**src/rtl/interrupt_sequencer.sv**
```systemverilog
// interrupt_sequencer
//   Runs the interrupt entry sequence: pushes PCH, PCL and P onto the page-1
//   stack, fetches the NMI or IRQ vector, then pulses done with the loaded
//   vector and final stack pointer.
//
// Configuration macro:
//   INT_SEQ_NMI_HIJACK_EN - when defined, an IRQ sequence that sees a pending
//   NMI on entry to FETCH_LO fetches the NMI vector instead (pushes unchanged).
//
// Ports:
//   clk_i            clock, all state changes on rising edge
//   reset_i          synchronous active-high reset
//   take_irq_i       level IRQ request (already masked upstream)
//   take_nmi_i       one-cycle NMI edge pulse
//   insn_boundary_i  core may start a new instruction this cycle
//   pc_in_i          return address to push
//   p_in_i           status register to push
//   sp_in_i          stack pointer at sequence start
//   din_i            read data, valid the cycle after addr_o is driven
//   addr_o           bus address
//   we_o             write strobe
//   dout_o           write data
//   busy_o           sequence in progress (core stalls)
//   done_o           one-cycle completion pulse
//   pc_out_o         loaded vector
//   sp_out_o         final stack pointer
//   set_i_o          set I flag (with done_o)
//
// State table:
//   S_IDLE     | waiting for an instruction boundary with a request
//   S_PUSH_PCH | write pc[15:8] to {01,sp}, sp--
//   S_PUSH_PCL | write pc[7:0]  to {01,sp}, sp--
//   S_PUSH_P   | write status (B=0, bit5=1) to {01,sp}, sp--
//   S_FETCH_LO | drive vector address
//   S_FETCH_HI | drive vector+1, capture low byte
//   S_DONE     | capture high byte, pulse done/set_i
module interrupt_sequencer (
  input  logic        clk_i,
  input  logic        reset_i,
  input  logic        take_irq_i,
  input  logic        take_nmi_i,
  input  logic        insn_boundary_i,
  input  logic [15:0] pc_in_i,
  input  logic [7:0]  p_in_i,
  input  logic [7:0]  sp_in_i,
  input  logic [7:0]  din_i,
  output logic [15:0] addr_o,
  output logic        we_o,
  output logic [7:0]  dout_o,
  output logic        busy_o,
  output logic        done_o,
  output logic [15:0] pc_out_o,
  output logic [7:0]  sp_out_o,
  output logic        set_i_o
);

  typedef enum logic [2:0] {
    S_IDLE,
    S_PUSH_PCH,
    S_PUSH_PCL,
    S_PUSH_P,
    S_FETCH_LO,
    S_FETCH_HI,
    S_DONE
  } state_t;

  state_t      state_q, state_d;
  logic        nmi_pend_q, nmi_pend_d;
  logic        kind_nmi_q, kind_nmi_d;
  logic [15:0] pc_q, pc_d;
  logic [7:0]  p_q, p_d;
  logic [7:0]  sp_q, sp_d;
  logic [7:0]  pc_lo_q, pc_lo_d;
  logic [15:0] pc_out_q, pc_out_d;
  logic [7:0]  sp_out_q, sp_out_d;
  logic [15:0] vec;

  always_ff @(posedge clk_i) begin
    if (reset_i) begin
      state_q    <= S_IDLE;
      nmi_pend_q <= 1'b0;
      kind_nmi_q <= 1'b0;
      pc_q       <= 16'h0000;
      p_q        <= 8'h00;
      sp_q       <= 8'h00;
      pc_lo_q    <= 8'h00;
      pc_out_q   <= 16'h0000;
      sp_out_q   <= 8'hFF;
    end else begin
      state_q    <= state_d;
      nmi_pend_q <= nmi_pend_d;
      kind_nmi_q <= kind_nmi_d;
      pc_q       <= pc_d;
      p_q        <= p_d;
      sp_q       <= sp_d;
      pc_lo_q    <= pc_lo_d;
      pc_out_q   <= pc_out_d;
      sp_out_q   <= sp_out_d;
    end
  end

  always_comb begin
    state_d    = state_q;
    nmi_pend_d = nmi_pend_q;
    kind_nmi_d = kind_nmi_q;
    pc_d       = pc_q;
    p_d        = p_q;
    sp_d       = sp_q;
    pc_lo_d    = pc_lo_q;
    pc_out_d   = pc_out_q;
    sp_out_d   = sp_out_q;
    addr_o     = 16'h0000;
    we_o       = 1'b0;
    dout_o     = 8'h00;
    busy_o     = 1'b1;
    done_o     = 1'b0;
    set_i_o    = 1'b0;
    pc_out_o   = pc_out_q;
    sp_out_o   = sp_out_q;
    vec        = kind_nmi_q ? 16'hFFFA : 16'hFFFE;

    // An NMI edge is never lost; later branches may consume it.
    if (take_nmi_i) nmi_pend_d = 1'b1;

    case (state_q)
      S_IDLE: begin
        busy_o = 1'b0;
        if (insn_boundary_i && (nmi_pend_q || take_nmi_i || take_irq_i)) begin
          state_d = S_PUSH_PCH;
          pc_d    = pc_in_i;
          p_d     = p_in_i;
          sp_d    = sp_in_i;
          if (nmi_pend_q || take_nmi_i) begin
            kind_nmi_d = 1'b1;
            nmi_pend_d = 1'b0;
          end else begin
            kind_nmi_d = 1'b0;
          end
        end
      end
      S_PUSH_PCH: begin
        addr_o  = {8'h01, sp_q};
        dout_o  = pc_q[15:8];
        we_o    = 1'b1;
        sp_d    = sp_q - 8'd1;
        state_d = S_PUSH_PCL;
      end
      S_PUSH_PCL: begin
        addr_o  = {8'h01, sp_q};
        dout_o  = pc_q[7:0];
        we_o    = 1'b1;
        sp_d    = sp_q - 8'd1;
        state_d = S_PUSH_P;
      end
      S_PUSH_P: begin
        addr_o  = {8'h01, sp_q};
        dout_o  = (p_q & 8'hEF) | 8'h20;
        we_o    = 1'b1;
        sp_d    = sp_q - 8'd1;
        state_d = S_FETCH_LO;
`ifdef INT_SEQ_NMI_HIJACK_EN
        // Decided on the edge into FETCH_LO, so an NMI pulse arriving in
        // this cycle already counts as pending.
        if (!kind_nmi_q && (nmi_pend_q || take_nmi_i)) begin
          kind_nmi_d = 1'b1;
          nmi_pend_d = 1'b0;
        end
`endif
      end
      S_FETCH_LO: begin
        addr_o  = vec;
        state_d = S_FETCH_HI;
      end
      S_FETCH_HI: begin
        addr_o  = vec + 16'd1;
        pc_lo_d = din_i;
        state_d = S_DONE;
      end
      S_DONE: begin
        // High byte arrives this cycle, so the outputs bypass the holding
        // registers to be valid alongside done.
        done_o   = 1'b1;
        set_i_o  = 1'b1;
        pc_out_o = {din_i, pc_lo_q};
        sp_out_o = sp_q;
        pc_out_d = {din_i, pc_lo_q};
        sp_out_d = sp_q;
        state_d  = S_IDLE;
      end
      default: begin
        busy_o  = 1'b0;
        state_d = S_IDLE;
      end
    endcase
  end

endmodule

```
**config.mk**
```make
export PLATFORM = sky130hd
export DESIGN_NAME = interrupt_sequencer
export DESIGN_NICKNAME = d
export VERILOG_FILES = /design/src/rtl/interrupt_sequencer.sv
export SDC_FILE = /design/constraint.sdc
export NUM_CORES = 1
export LEC_CHECK = 0
export BUFFER_PORTS_ARGS = -buffer_cell sky130_fd_sc_hd__buf_2
export CAP_MARGIN = 25
export CORE_AREA = 3 3 82 84
export CTS_BUF_LIST = sky130_fd_sc_hd__clkbuf_8 sky130_fd_sc_hd__clkbuf_16
export DETAILED_ROUTE_END_ITERATION = 10
export DIE_AREA = 0 0 85 87
export PLACE_DENSITY = 0.87
export REMOVE_ABC_BUFFERS = 1
export SYNTH_ARGS = -nofsm -noshare
export SYNTH_HDL_FRONTEND = slang
export SYNTH_SLANG_ARGS = --single-unit
export TNS_END_PERCENT = 5
```
**constraint.sdc**
```tcl
create_clock -name clk_i -period 4.43 [get_ports clk_i]
set_clock_uncertainty 0.2 [all_clocks]
set_input_delay 0.886 -clock clk_i [delete_from_list [all_inputs] [get_ports clk_i]]
set_output_delay 0.886 -clock clk_i [all_outputs]
set_load 0.01 [all_outputs]
```
==> results.sh <==
export IMPL_overflow=0
export IMPL_cts_sinks=67
export IMPL_core_area_um2=5990
export IMPL_final_area_um2=3560
export IMPL_period_needed_ns=3.26
export IMPL_wire_per_inst_um=13.6
export IMPL_ios=97
export IMPL_grt_usage_pct=18.4
export IMPL_crit_slowest_cell="dfxtp_1"
export IMPL_max_vdd_ir_drop_uv=239
export IMPL_worst_pin_slew_ns=0.995
export IMPL_endpoint_kind="primary output"
export IMPL_place_area_um2=3390
export IMPL_ys_seq_area_share_pct=45.1
export IMPL_fp_row_count=28
export IMPL_ys_seq_elements=67
export IMPL_nets=464
export IMPL_p_leak_uw=0.00164
export IMPL_fillers=538
export IMPL_drtPass1Iterations=4
export IMPL_worstPathRequired_ns=3.34
export IMPL_crit_fanout=25
export IMPL_routed_wl_um=6790
export IMPL_cp_cell_sequence="nor2b_4 > nand2_4 > mux2_1 > buf_2"
export IMPL_synthMostInstantiatedCell="nand2_1"
export IMPL_dieWidth_um=85
export IMPL_hold_ws_ns=0.253
export IMPL_p_sw_share_pct=29.2
export IMPL_ys_top_cells_by_area="dfxtp_1 (45%), nand2_1 (8.6%), mux2_2 (8.0%)"
export IMPL_cpPeakStageDelay_ns=0.76
export IMPL_fin_util_pct=59.5
export IMPL_drt_initial_drc_count=92
export IMPL_critical_path_buf_inv_count=1
export IMPL_drcViolationCount=0
export IMPL_pwr_share_clk_pct=33.6
export IMPL_path_clk_slew_ns=0.07
export IMPL_slew_violations=0
export IMPL_fin_cells=498
export IMPL_yosys_cell_types_count=40
export IMPL_outcome="finished, final reports clean"
export IMPL_cts_buffer_depth=2
export IMPL_p_int_uw=942
export IMPL_ys_warn_count=0
export IMPL_powerDensity_nw_per_um2=373
export IMPL_die_area_um2=7400
export IMPL_numPortBuffers=94
export IMPL_seqPwrFrac_pct=50.4
export IMPL_criticalPathCategory="reg2out"
export IMPL_drive_above_1_share_pct=35.2
export IMPL_grt_pass1_wl_um=11100
export IMPL_grt_start_max_net_pins=46
export IMPL_dpl_cell_count=482
export IMPL_fin_setup_tns_ns=0
export IMPL_fmax_mhz=307
export IMPL_grt_pass1_vias=2490
export IMPL_synth_edff_count=0
export IMPL_htree_levels=3
export IMPL_p_comb_share_pct=16.0
export IMPL_antenna_found_initial=0
export IMPL_finalSetupViolCount=0
export IMPL_insertedDiodeCount=0
export IMPL_fp_dieH_um=87
export IMPL_cts_tree="built"
export IMPL_cts_hold_buf=0
export IMPL_cp_arrival_ns=2.17
export IMPL_p_switching_uw=388
export IMPL_cts_made_buffers=9
export IMPL_initial_core_util_pct=49.6
export IMPL_num_vias=2600
export IMPL_via_per_inst=5.22
export IMPL_synth_area_um2=2970
export IMPL_rsz0062_at_grt="false"
export IMPL_cts_resized_gates=0
export IMPL_max_cap_violations=0
export IMPL_synth_top_area_share_pct=45.1
export IMPL_synthCells=341
export IMPL_hold_viol_final=0
export IMPL_cts_root_buf="clkbuf_8"
export IMPL_ys_top_cells_by_count="nand2_1 (68), dfxtp_1 (67), a21oi_1 (40)"
export IMPL_min_period_over_period_pct=73.5
export IMPL_post_cts_repair_setup_buffers=0
export IMPL_synth_ff_type="dfxtp_1"
export IMPL_gp_congestion=0.788
export IMPL_min_path_type="reg2reg"
export IMPL_slew_headroom_pct=33.5
export IMPL_dp_hpwl_um=4720
export IMPL_path_delay_family="flip-flops"
export IMPL_synthArstFlopShare_pct=0
export IMPL_synth_area_leader_cell="dfxtp_1"
export IMPL_ant_nets=0
export IMPL_synth_area_per_cell_um2=8.72
export IMPL_worstSkewPairLatency_ns=0.33
export IMPL_start_kind="flop"
export IMPL_syn2layout_area_growth_pct=19.9
worst reg2reg max path, cell delays in order, from the launching register on:
cell and delay, ns:
dfxtp_1 0.66, buf_4 0.30, nor3_1 0.10, nand2_1 0.77, o311ai_0 0.29, a21oi_1 0.17
per-stage QoR:
step	total power [uW]	setup WS (ns)
after floorplan	806	1.75
after global placement	889	1.58
after detailed placement	897	1.56
after CTS	1340	1.20
after global routing	1400	1.09
final	1330	1.17
cells in the final DEF (no fill, tap or decap), types with 2 or more instances in the layout:
cell        instances
a21oi_1            40
a22oi_1             8
a2bb2oi_1           3
a31oi_1             3
buf_2              94
buf_4               5
clkbuf_8           10
clkinv_2            2
clkinvlp_4          3
dfxtp_1            67
inv_1               6
mux2_1              6
mux2_2             21
mux2_4              3
nand2_1            68
nand3_1            14
nor2_1             14
nor2b_1            18
nor3_1              4
nor4_1              2
o21ai_0             5
or2_1               3
or2_2               6
final timing paths:
path	to	start	depth (start not counted)	slack, ns
worst max-delay path	pc_out_o[6]	state_q[0]	4	1.17
worst min-delay path	p_q[1]	p_q[1]	2	0.25
worst max register to register	sp_q[4]	state_q[2]	5	1.87
worst min register to register	p_q[1]	p_q[1]	2	0.25
final cells by class:
type	instances	area, um2	share of cell area, %
Multi-Input combinational cell	235	1420	39.8
Sequential cell	67	1340	37.6
Timing Repair Buffer	99	508	14.3
Clock buffer	10	138	3.86
Tap cell	75	93.8	2.63
Clock inverter	6	41.3	1.16
Inverter	6	22.5	0.632
cells by family after synthesis:
logic type,Yosys count,synth area share [%]
fa+ha+maj,1,0.421
flops,67,45.1
buf+inv,39,7.15
simple gates,137,21.9
mux,30,11.7
compound gates,67,13.7
metal layers:
metal	routed length (um)	global-route usage, %	vias up
li1	-	-	1303
met1	2990	22.1	1205
met2	3320	32.4	84
met3	414	5.11	8
met4	63	4.75	0
met5	0	0	-
flip-flops by register name (all words and copies together), names as in the netlist:
name	flops
p_q	6
pc_lo_q	8
kind_nmi_q	1
state_q	3
sp_out_q	8
pc_out_q	16
sp_q	8
pc_q	16
nmi_pend_q	1
power groups by stage:
| stage | Combinational, uW | Sequential [uW] | Clock (uW) |
|---|---|---|---|
| after detailed placement | 214 | 683 | 0 |
| after global routing | 238 | 675 | 486 |
| final | 213 | 671 | 447 |
| after global placement | 208 | 681 | 0 |
| after CTS | 215 | 669 | 460 |
| after floorplan | 129 | 677 | 0 |
No activity file was read; power rests on OpenSTA's default activity.
